$ cat src/rtl/lsf_lut_reader_pkg.sv
// Shared LSF LUT-reader constants, job/tag payload types and the address saturation helper.
package lsf_lut_reader_pkg;

  localparam int unsigned LUT_ADDR_WIDTH         = 12;
  localparam int unsigned LUT_DEPTH              = 4096;
  localparam int unsigned NUM_READS              = 8;
  localparam int unsigned ROM_LATENCY            = 2;
  localparam int unsigned DATA_WIDTH             = 18;
  localparam int unsigned SF2PTCALC_SEGANGLE_LEN = 10;
  localparam int unsigned ANGLE_WIDTH            = SF2PTCALC_SEGANGLE_LEN;
  localparam int unsigned ROM_INDEX_WIDTH        = 3;
  localparam int unsigned IDX_WIDTH              = $clog2(NUM_READS);
  localparam int unsigned SUM_WIDTH              = LUT_ADDR_WIDTH + 1;

  typedef enum logic {
    ST_IDLE = 1'b0,
    ST_READ = 1'b1
  } lut_rd_state_t;

  typedef struct packed {
    logic [LUT_ADDR_WIDTH-1:0]  start;
    logic [ROM_INDEX_WIDTH-1:0] rom_index;
    logic [ANGLE_WIDTH-1:0]     angle;
  } lut_job_t;

  typedef struct packed {
    logic [IDX_WIDTH-1:0]       idx;
    logic                       first;
    logic                       last;
    logic                       clamped;
    logic [ROM_INDEX_WIDTH-1:0] rom_index;
    logic [ANGLE_WIDTH-1:0]     angle;
  } lut_rd_tag_t;

  // Returns {clamped, address}; the sum carries one extra bit so an overrun is never lost.
  function automatic logic [SUM_WIDTH-1:0] lut_sat_addr(
    input logic [LUT_ADDR_WIDTH-1:0] start,
    input logic [IDX_WIDTH-1:0]      idx
  );
    logic [SUM_WIDTH-1:0] sum;
    sum = SUM_WIDTH'(start) + SUM_WIDTH'(idx);
    if (sum > SUM_WIDTH'(LUT_DEPTH - 1)) begin
      return {1'b1, LUT_ADDR_WIDTH'(LUT_DEPTH - 1)};
    end
    return {1'b0, sum[LUT_ADDR_WIDTH-1:0]};
  endfunction

endpackage

$ cat src/rtl/lsf_lut_tag_pipe.sv
// Delay line of read tags; stage 0 lines up with rom_en, the tail with the returning ROM word.
module lsf_lut_tag_pipe
  import lsf_lut_reader_pkg::*;
#(
  parameter int unsigned DEPTH = 3
) (
  input  logic        clk,
  input  logic        rst_n,
  input  logic        in_vld,
  input  lut_rd_tag_t in_tag,
  output logic        out_vld,
  output lut_rd_tag_t out_tag
);

  logic [DEPTH-1:0]        vld_q;
  lut_rd_tag_t [DEPTH-1:0] tag_q;

  always_ff @(posedge clk or negedge rst_n) begin
    if (!rst_n) begin
      vld_q <= '0;
      tag_q <= '0;
    end else begin
      vld_q <= {vld_q[DEPTH-2:0], in_vld};
      tag_q <= {tag_q[DEPTH-2:0], in_tag};
    end
  end

  assign out_vld = vld_q[DEPTH-1];
  assign out_tag = tag_q[DEPTH-1];

endmodule

$ cat src/rtl/lsf_lut_reader.sv
// LUT ROM read sequencer: NUM_READS saturating reads per job, one queued job, tagged framed output.
module lsf_lut_reader
  import lsf_lut_reader_pkg::*;
(
  input  logic                       clk,
  input  logic                       rst_n,
  input  logic                       in_vld,
  input  logic [LUT_ADDR_WIDTH-1:0]  in_lut_start_addr,
  input  logic [ROM_INDEX_WIDTH-1:0] in_rom_index,
  input  logic [ANGLE_WIDTH-1:0]     in_angle_mrad,
  output logic                       rom_en,
  output logic [LUT_ADDR_WIDTH-1:0]  rom_addr,
  input  logic [DATA_WIDTH-1:0]      rom_data,
  output logic                       out_vld,
  output logic [DATA_WIDTH-1:0]      out_data,
  output logic [IDX_WIDTH-1:0]       out_idx,
  output logic                       out_first,
  output logic                       out_last,
  output logic                       out_clamped,
  output logic [ROM_INDEX_WIDTH-1:0] out_rom_index,
  output logic [ANGLE_WIDTH-1:0]     out_angle_mrad,
  output logic                       drop,
  output logic                       overflow
);

  lut_rd_state_t            state_q, state_n;
  lut_job_t                 act_q, act_n, pend_q, pend_n, in_job;
  logic [IDX_WIDTH-1:0]     idx_q, idx_n;
  logic                     pend_vld_q, pend_vld_n;
  logic                     drop_n, issue_n, last_rd, clamp_n;
  logic [LUT_ADDR_WIDTH-1:0] addr_n;
  lut_rd_tag_t              tag_n, tail_tag;

  assign in_job  = '{start: in_lut_start_addr, rom_index: in_rom_index, angle: in_angle_mrad};
  assign last_rd = (idx_q == IDX_WIDTH'(NUM_READS - 1));

  always_ff @(posedge clk or negedge rst_n) begin
    if (!rst_n) begin
      state_q    <= ST_IDLE;
      act_q      <= '0;
      pend_q     <= '0;
      idx_q      <= '0;
      pend_vld_q <= 1'b0;
      rom_en     <= 1'b0;
      rom_addr   <= '0;
      drop       <= 1'b0;
      overflow   <= 1'b0;
    end else begin
      state_q    <= state_n;
      act_q      <= act_n;
      pend_q     <= pend_n;
      idx_q      <= idx_n;
      pend_vld_q <= pend_vld_n;
      rom_en     <= issue_n;
      rom_addr   <= issue_n ? addr_n : '0;
      drop       <= drop_n;
      overflow   <= overflow | drop_n;
    end
  end

  // Next job selection; the registered rom_en/rom_addr are computed from the next-state view.
  always_comb begin
    state_n    = state_q;
    act_n      = act_q;
    pend_n     = pend_q;
    idx_n      = idx_q;
    pend_vld_n = pend_vld_q;
    drop_n     = 1'b0;

    case (state_q)
      ST_IDLE: begin
        if (in_vld) begin
          act_n   = in_job;
          idx_n   = '0;
          state_n = ST_READ;
        end
      end
      ST_READ: begin
        if (last_rd) begin
          idx_n = '0;
          if (pend_vld_q) begin
            act_n      = pend_q;
            pend_vld_n = in_vld;
            if (in_vld) pend_n = in_job;
          end else if (in_vld) begin
            act_n = in_job;
          end else begin
            state_n = ST_IDLE;
          end
        end else begin
          idx_n = idx_q + IDX_WIDTH'(1);
          if (in_vld) begin
            if (!pend_vld_q) begin
              pend_vld_n = 1'b1;
              pend_n     = in_job;
            end else begin
              drop_n = 1'b1;
            end
          end
        end
      end
      default: state_n = ST_IDLE;
    endcase

    issue_n           = (state_n == ST_READ);
    {clamp_n, addr_n} = lut_sat_addr(act_n.start, idx_n);
    tag_n = '{idx:       idx_n,
              first:     (idx_n == '0),
              last:      (idx_n == IDX_WIDTH'(NUM_READS - 1)),
              clamped:   clamp_n,
              rom_index: act_n.rom_index,
              angle:     act_n.angle};
  end

  lsf_lut_tag_pipe #(
    .DEPTH(ROM_LATENCY + 1)
  ) u_tag_pipe (
    .clk    (clk),
    .rst_n  (rst_n),
    .in_vld (issue_n),
    .in_tag (tag_n),
    .out_vld(out_vld),
    .out_tag(tail_tag)
  );

  // ROM word is forwarded combinationally and held at zero outside valid beats.
  assign out_data       = out_vld ? rom_data : '0;
  assign out_idx        = tail_tag.idx;
  assign out_first      = tail_tag.first;
  assign out_last       = tail_tag.last;
  assign out_clamped    = tail_tag.clamped;
  assign out_rom_index  = tail_tag.rom_index;
  assign out_angle_mrad = tail_tag.angle;

endmodule

$ cat config.mk
export PLATFORM = sky130hd
export DESIGN_NAME = lsf_lut_reader
export DESIGN_NICKNAME = d
export VERILOG_FILES = /design/src/rtl/lsf_lut_reader_pkg.sv /design/src/rtl/lsf_lut_tag_pipe.sv /design/src/rtl/lsf_lut_reader.sv
export SDC_FILE = /design/constraint.sdc
export NUM_CORES = 1
export LEC_CHECK = 0
export ABC_AREA = 0
export BUFFER_PORTS_ARGS = -buffer_cell sky130_fd_sc_hd__buf_4
export CAP_MARGIN = 10
export CORE_UTILIZATION = 55
export DETAILED_ROUTE_END_ITERATION = 10
export PLACE_DENSITY = 0.9
export RECOVER_POWER = 50
export SYNTH_ARGS = -nofsm -noshare
export SYNTH_HDL_FRONTEND = slang
export SYNTH_HIERARCHICAL = 1
export SYNTH_SLANG_ARGS = --single-unit
export TNS_END_PERCENT = 50
$ cat constraint.sdc
create_clock -name clk -period 3.9 [get_ports clk]
set_clock_uncertainty 0.2 [all_clocks]
set_input_delay 0.39 -clock clk [delete_from_list [all_inputs] [get_ports clk]]
set_output_delay 0.39 -clock clk [all_outputs]
set_load 0.05 [all_outputs]
[After elaboration in Yosys (flattened, before gate mapping)]
Cells that the tools add are included.
Operators by class
  $add $sub $neg: 2
  magnitude comparators: 1
  equality and inequality tests: 6
  mux-type cells: 28
  bitwise logic cells: 2
  reductions and logical operators: 4
Operators with widths (number)
  two-way mux 25 bit: 8
  case mux 25 bit (2 select lines): 1
  two-way mux 13 bit: 2
  two-way mux 18 bit: 1
  adder 12 x 3 -> 13 bit: 1
  greater-than comparator 13 x 12 -> 1 bit, second input constant: 1
  two-way mux 12 bit: 1
  two-way mux 1 bit: 11
  == test 3 bit, second input constant: 2
  two-way mux 3 bit: 2
  case mux 3 bit (2 select lines): 1
  AND reduction 5 bit: 1
  inequality test 2 x 1 -> 1 bit, second input constant: 2
  inequality test 2 bit, second input constant: 2
  adder 3 x 1 -> 3 bit, second input constant: 1
  logical NOT 3 bit: 1
  case mux 1 bit (2 select lines): 1
  AND reduction 2 bit: 1
  nonzero test 2 bit: 1
  NOT 1 bit: 1
  bitwise OR 1 bit: 1
Word-level totals
  register bits: 113
  output and inout port bits: 53
  logic and storage cells: 71

[Logic depth before layout (Yosys ltp)]
Gate-level depths: netlist of the first run.
  depth after elaboration: 9
  mapped depth: 16
  mapped depth without buffers: 14

[Hierarchy]
The synthesis of the first run kept the hierarchy.
By module, submodules not included
  lsf_lut_reader: instances 1, cells an instance 312, area an instance 3465.8 µm², seq. area each 1726.7 µm²
  lsf_lut_tag_pipe: instances 1, cells an instance 79, area an instance 1644.1 µm², seq. area each 1501.4 µm²

[Worst setup path after synthesis of the first run]
Ideal clock, no wire load.
  path kind: register to register
  from: register idx_q[0]
  to: register rom_addr[1]
  data arrival time: 3.210 ns
  required time: 3.623 ns
  setup slack: 0.413 ns
  cell stages (with the launch flop): 16
  buffers on the path: 4
  clock period less this slack: 3.487 ns
  cells stage by stage: dfrtp_1 -> ha_1 -> ha_1 -> buf_6 -> clkbuf_1 -> buf_1 -> o22ai_1 -> a22oi_1 -> ha_1 -> inv_1 -> fa_1 -> inv_1 -> a21oi_1 -> or3_1 -> buf_6 -> a21oi_2
RTL lines
  start, declared: line lsf_lut_reader.sv:28  | logic [IDX_WIDTH-1:0] idx_q, idx_n;
  start signal, assigned: line lsf_lut_reader.sv:52  | idx_q <= idx_n;
  end signal, assigned: line lsf_lut_reader.sv:55  | rom_addr <= issue_n ? addr_n : '0;
  end, declared: line lsf_lut_reader.sv:12  | output logic [LUT_ADDR_WIDTH-1:0] rom_addr,

==> out/results.tsv, run 1 <==
stage	metric	value	unit
status	status	complete, but fails checks	
status	violations	DRC, capacitance limit, slew limit	
clock_network	cts_root_buffer	clkbuf_8	
timing	rsz0062_at_grt	no	
route	finalWirelength	10.9	mm
placed_design	portBuffers	98	
logic_synthesis	ys_seq_elements	129	
timing	hold_viol	0	
hold_path	hold_class	reg2reg	
clock_network	insertion_delay	0.52	ns
floorplan	row_count	34	
finish	nets	558	
floorplan	chipHeight	98.4	µm
logic_synthesis	ys_seq_area_frac	0.632	
logic_synthesis	ys_warn_count	6	
grt	grt_max_degree	74	
floorplan	start_util	0.577	
critical_path	ff2ff_path_depth	14	
logic_synthesis	synth_area	5110	µm²
grt	grt_pass1_wl	17.7	mm
timing	setup_viol	0	
clock_network	post_cts_resized	0	
route	drt_pass1_iterations	7	
hold_path	min_from	u_tag_pipe/tag_q[32]	
timing	max_freq	282	MHz
critical_path	end_kind	flip-flop	
timing	period_share	0.911	
timing	relSlewSlack	-0.114	
timing	post-route-min-period	3.55	ns
pwr	power_density	978	nW/µm²
clock_network	cts_made_buffers	17	
critical_path	cp.required	4.14	ns
route	ant_nets	0	
floorplan	core_area	8850	µm²
finish	final_common_cell	dfrtp_1	
floorplan	die-width	98.4	µm
critical_path	path_class	reg2reg	
pwr	ir_worst_vdd	0.556	mV
clock_network	clk_pin_slew	0.06	ns
pwr	p_leak	2.89	nW
timing	tns	0	ns
grt	grt_pass1_vias	3644	
clock_network	cts_buffer_depth	2	
timing	worstMarginPinSlew	1.67	ns
route	routedWlPerCell	17.4	µm
route	vias	3480	
finish	area_growth	27.1	%
floorplan	die_area	9680	µm²
critical_path	cp_max_fo	15	
critical_path	crit_end	rom_addr[1]	
timing	slew_violations	74	
logic_synthesis	synth_fp_nets	444	
logic_synthesis	avgSynthCellArea	13.1	µm²
clock_network	clock_sinks	129	
floorplan	ios	99	
critical_path	rrSetupSlack	0.35	ns
finish	final_cell_mix	dfrtp_1, buf_4, clkbuf_1, dlygate4sd3_1, mux2_2	
logic_synthesis	syn_inst	391	
route	drc	10	
grt	grt_overflow	0	
placed_design	place.gp.congestion	0.856	
finish	diodes	0	
route	vias_per_cell	5.56	
finish	drive_above_1_share	0.274	
clock_network	tritoncts	built	
pwr	fin_total_pwr	6.35	mW
critical_path	crit_arrival	3.79	ns
logic_synthesis	ys_types	43	
route	initialDrtViolationCount	205	
critical_path	reg2reg_from	idx_q[0]	
grt	grt_use_total	0.242	
flow_run	maxCapViolations	1	
clock_network	h-tree-depth	4	
grt	antenna_found_initial	0	
placed_design	hpwl	6.84	mm
critical_path	startpoint_type	flip-flop	
critical_path	cp-startpoint	idx_q[0]	
critical_path	r2r_end	rom_addr[1]	
-- flip-flops by register name, summed over array words and instances (netlist names), 3 cells and up --
name and flops:
u_tag_pipe/out_tag 19, rom_addr 12, idx_q 3, u_tag_pipe/tag_q 38
act_q 25, u_tag_pipe/vld_q 3, pend_q 25
-- kinds of logic (layout without fill, tap and decap cells) --
group           Yosys count  after routing  synth area share
simple gates             68             68            0.0700
fa+ha+maj                 7              7            0.0186
buf+inv                  55            182            0.0602
xor+xnor                  6              6            0.0103
mux                      46             46            0.0962
compound gates           80             80             0.113
flops                   129            129             0.632
-- repair_timing --
| item | CTS | global route |
|---|---|---|
| endpoints found under the hold margin | 97 | 0 |
| hold buffers | 26 | 0 |
| setup buffers | 0 | 0 |
-- worst min path at each step --
stage | end | slack, ns | cells after the start
after floorplan | act_q[0] | -0.11 | 0
after global placement | u_tag_pipe/out_tag[5] | 0.13 | 0
after detailed placement | u_tag_pipe/out_tag[11] | 0.13 | 0
after CTS | u_tag_pipe/tag_q[36] | 0.15 | 0
after global routing | u_tag_pipe/out_tag[3] | 0.15 | 0
final | u_tag_pipe/out_tag[13] | 0.14 | 0
-- critical path, stage by stage (launching register included) --
cell and delay [ns]:
dfrtp_1 0.40, ha_1 0.23, ha_1 0.22, buf_4 0.21
inv_1 0.07, o21ai_1 0.08, buf_4 0.19, a22oi_1 0.23
ha_1 0.21, inv_1 0.06, fa_1 0.40, inv_1 0.07
a21oi_1 0.14, or3_1 0.59, a21oi_2 0.20
-- per-stage QoR --
stage | instance area, µm² | utilization | hold slack (ns) | worst slack, ns | cells
CTS | 6630 | 0.750 | 0.145 | 0.335 | 626
global route | 6490 | 0.734 | 0.152 | 0.0996 | 626
finish | 6490 | 0.734 | 0.137 | 0.348 | 626
floorplan | 5110 | - | -0.106 | 0.413 | 391
detailed placement | 5820 | 0.658 | 0.135 | 0.400 | 568
global placement | 5820 | 0.658 | 0.131 | 0.538 | 568
-- area by class of cell --
type	count	area, µm²
inverters	16	60.1
fillers	561	2350
clock buffers	17	414
well taps	108	135
repair buffers	134	946
flip-flops and latches	129	3230
clock inverters	15	138
multi-input cells	207	1570
-- layer usage --
metal  vias to the layer above  global-route usage  share of wire
met5                         -                   0              0
met4                         0               0.116          0.029
met3                        35              0.0651          0.051
met2                       131               0.421           0.53
met1                      1728               0.278           0.39
li1                       1586                   -              -
-- Yosys cell counts (all sizes together) --
library cell / instances / area (µm²)
a311oi: 1 / 8.76
nand3: 2 / 10.0
ha: 6 / 75.1
or2: 1 / 6.26
inv: 16 / 60.1
a211oi: 1 / 7.51
a21oi: 10 / 76.3
nand4: 1 / 12.5
dfrtp: 129 / 3230
nor3b: 1 / 7.51
o21a: 3 / 22.5
nor2: 15 / 56.3
clkbuf: 9 / 33.8
nor3: 6 / 30.0
o21ai: 11 / 55.1
o31a: 2 / 17.5
o41a: 1 / 11.3
or3: 1 / 6.26
nand2b: 6 / 37.5
nand2: 11 / 41.3
xnor2: 3 / 26.3
o22a: 2 / 17.5
a221o: 2 / 20.0
mux2: 25 / 282
o22ai: 17 / 106
mux2i: 21 / 210
and3: 2 / 12.5
a21o: 1 / 7.51
a31oi: 1 / 6.26
a22oi: 19 / 143
nor2b: 2 / 12.5
and2: 20 / 125
buf: 30 / 214
fa: 1 / 20.0
o221ai: 4 / 35.0
o31ai: 1 / 7.51
a22o: 4 / 35.0
xor2: 3 / 26.3
-- report_power, final --
group	internal [mW]	switching [mW]	leakage, nW
combinational	0.948	1.72	1.17
clock	0.811	0.642	0.265
sequential	1.97	0.267	1.46
Power figures use the tool's default switching activity.
==> run 2, diff against run 1 <==
--- a/config.mk
+++ b/config.mk
@@ -10,2 +10,3 @@
 export CAP_MARGIN = 10
+export CORE_MARGIN = 1
 export CORE_UTILIZATION = 55
--- a/constraint.sdc
+++ b/constraint.sdc
@@ -4,2 +4,2 @@
 set_output_delay 0.39 -clock clk [all_outputs]
-set_load 0.05 [all_outputs]
+set_load 0.02 [all_outputs]
==> run 2 against run 1 <==
  * The run still ends with DRC, capacitance limit, slew limit left
  * Hold slack improved by 0.0026 ns
  * Total power down 6.1%
  * Global-route usage did not move
  * Final cell count unchanged
  * Highest routed layer unchanged
==> out/results.tsv, run 2 (synthesized netlist as in run 1, its figures left out) <==
stage	metric	value	unit
status	status	complete, but fails checks	
status	violations	DRC, capacitance limit, slew limit	
pwr	ir_worst_vdd	0.553	mV
critical_path	startpoint_type	flip-flop	
clock_network	clock_sinks	129	
floorplan	row_count	34	
critical_path	ff2ff_path_depth	12	
pwr	netSwitchingFraction	0.376	
timing	whs	0.140	ns
pwr	pwr-share-seq	0.374	
timing	max_freq	281	MHz
placed_design	placedCellCount	568	
hold_path	hold_depth	0	
route	routedWlPerCell	17.4	µm
placed_design	placed_area	5820	µm²
finish	final_cells	626	
timing	worst_slack	0.347	ns
grt	antenna_found_initial	0	
finish	final_cell_mix	dfrtp_1, buf_4, clkbuf_1, dlygate4sd3_1, mux2_2	
route	vias_per_cell	5.55	
timing	relSlewSlack	-0.125	
finish	nets	558	
floorplan	core_area	8850	µm²
finish	diodes	0	
finish	final_common_cell	dfrtp_1	
timing	rsz0062_at_grt	no	
clock_network	cts_root_buffer	clkbuf_8	
floorplan	chipHeight	98.4	µm
placed_design	place.gp.congestion	0.856	
timing	slew_violations	74	
finish	final_area	6490	µm²
grt	grt_max_degree	74	
pwr	combPwrFrac	0.383	
pwr	p_int	3.72	mW
timing	post-route-min-period	3.55	ns
finish	top_regs	u_tag_pipe/tag_q x38, act_q x25, pend_q x25	
clock_network	tritoncts	built	
clock_network	insertion_delay	0.52	ns
clock_network	clk_pin_slew	0.07	ns
pwr	fin_total_pwr	5.97	mW
floorplan	ios	99	
placed_design	portBuffers	98	
critical_path	crit_arrival	3.79	ns
route	finalWirelength	10.9	mm
clock_network	h-tree-depth	4	
grt	grt_use_total	0.242	
floorplan	die-width	98.4	µm
clock_network	cts_buffer_depth	2	
critical_path	path_class	reg2reg	
floorplan	die_area	9680	µm²
finish	top_register	u_tag_pipe/tag_q	
route	ant_nets	0	
route	drc	10	
critical_path	cp.required	4.14	ns
grt	grt_pass1_vias	3644	
finish	largest_reg_flops	38	
pwr	clock_power_share	0.243	
clock_network	postCtsSetupBuffers	0	
route	vias	3475	
critical_path	end_kind	flip-flop	
route	initialDrtViolationCount	190	
critical_path	cp_max_fo	12	
flow_run	maxCapViolations	1	
placed_design	pre_cts_ws	0.400	ns
clock_network	cts_made_buffers	17	
floorplan	start_util	0.577	
hold_path	hold_class	reg2reg	
timing	setup_viol	0	
finish	post-route-util	0.733	
pwr	p_leak	2.89	nW
finish	drive_above_1_share	0.270	
timing	hold_viol	0	
pwr	p_sw	2.25	mW
placed_design	hpwl	6.84	mm
grt	grt_overflow	0	
pwr	power_density	920	nW/µm²
timing	tns	0	ns
timing	worstMarginPinSlew	1.69	ns
route	drt_pass1_iterations	8	
finish	area_growth	27.0	%
timing	period_share	0.911	
grt	grt_pass1_wl	17.7	mm
==> run 2: timing repair <==
item	in CTS	in global routing
hold endpoints to repair	97	0
hold buffers	26	0
resized for setup	0	0
==> run 2: path summary, 6_finish.rpt <==
path	startpoint	to	slack, ns
min reg2reg	u_tag_pipe/tag_q[23]	u_tag_pipe/out_tag[4]	0.14
max	idx_q[0]	rom_addr[1]	0.35
min in group asynchronous	rst_n	u_tag_pipe/tag_q[25]	0.65
min	u_tag_pipe/tag_q[23]	u_tag_pipe/out_tag[4]	0.14
max reg2reg	idx_q[0]	rom_addr[1]	0.35
max in group asynchronous	rst_n	u_tag_pipe/out_tag[13]	0.71
==> run 2: layout make-up <==
type                       count  area [µm²]
tap                          108         135
fill                         565        2360
clock inverter                15         138
multi-input combinational    207        1570
timing repair buffer         134         938
clock buffer                  17         414
inverter                      16        60.1
sequential                   129        3230
==> run 2: critical path, stage by stage, from the launching register on <==
cell,delay (ns)
dfrtp_1,0.40
ha_1,0.23
ha_1,0.22
nand2_1,0.37
o22ai_1,0.13
a22oi_1,0.27
ha_1,0.21
inv_1,0.06
fa_1,0.40
inv_1,0.07
a21oi_1,0.14
or3_1,0.59
a21oi_2,0.20
==> run 2: power groups by stage <==
stage | Sequential (mW) | Combinational (mW) | Clock, mW
2_1_floorplan | 2.23 | 1.71 | 0
3_3_place_gp | 2.20 | 2.23 | 0
3_5_place_dp | 2.24 | 2.35 | 0
4_1_cts | 2.23 | 2.41 | 1.47
5_1_grt | 2.29 | 2.48 | 1.53
6_report | 2.23 | 2.28 | 1.45
==> run 2: metal layers <==
metal / track usage / vias to the layer above / routed length (µm)
met1: 0.278 / 1714 / 4280
met5: 0 / - / 0
li1: - / 1589 / -
met4: 0.116 / 0 / 271
met2: 0.421 / 142 / 5760
met3: 0.0651 / 30 / 587
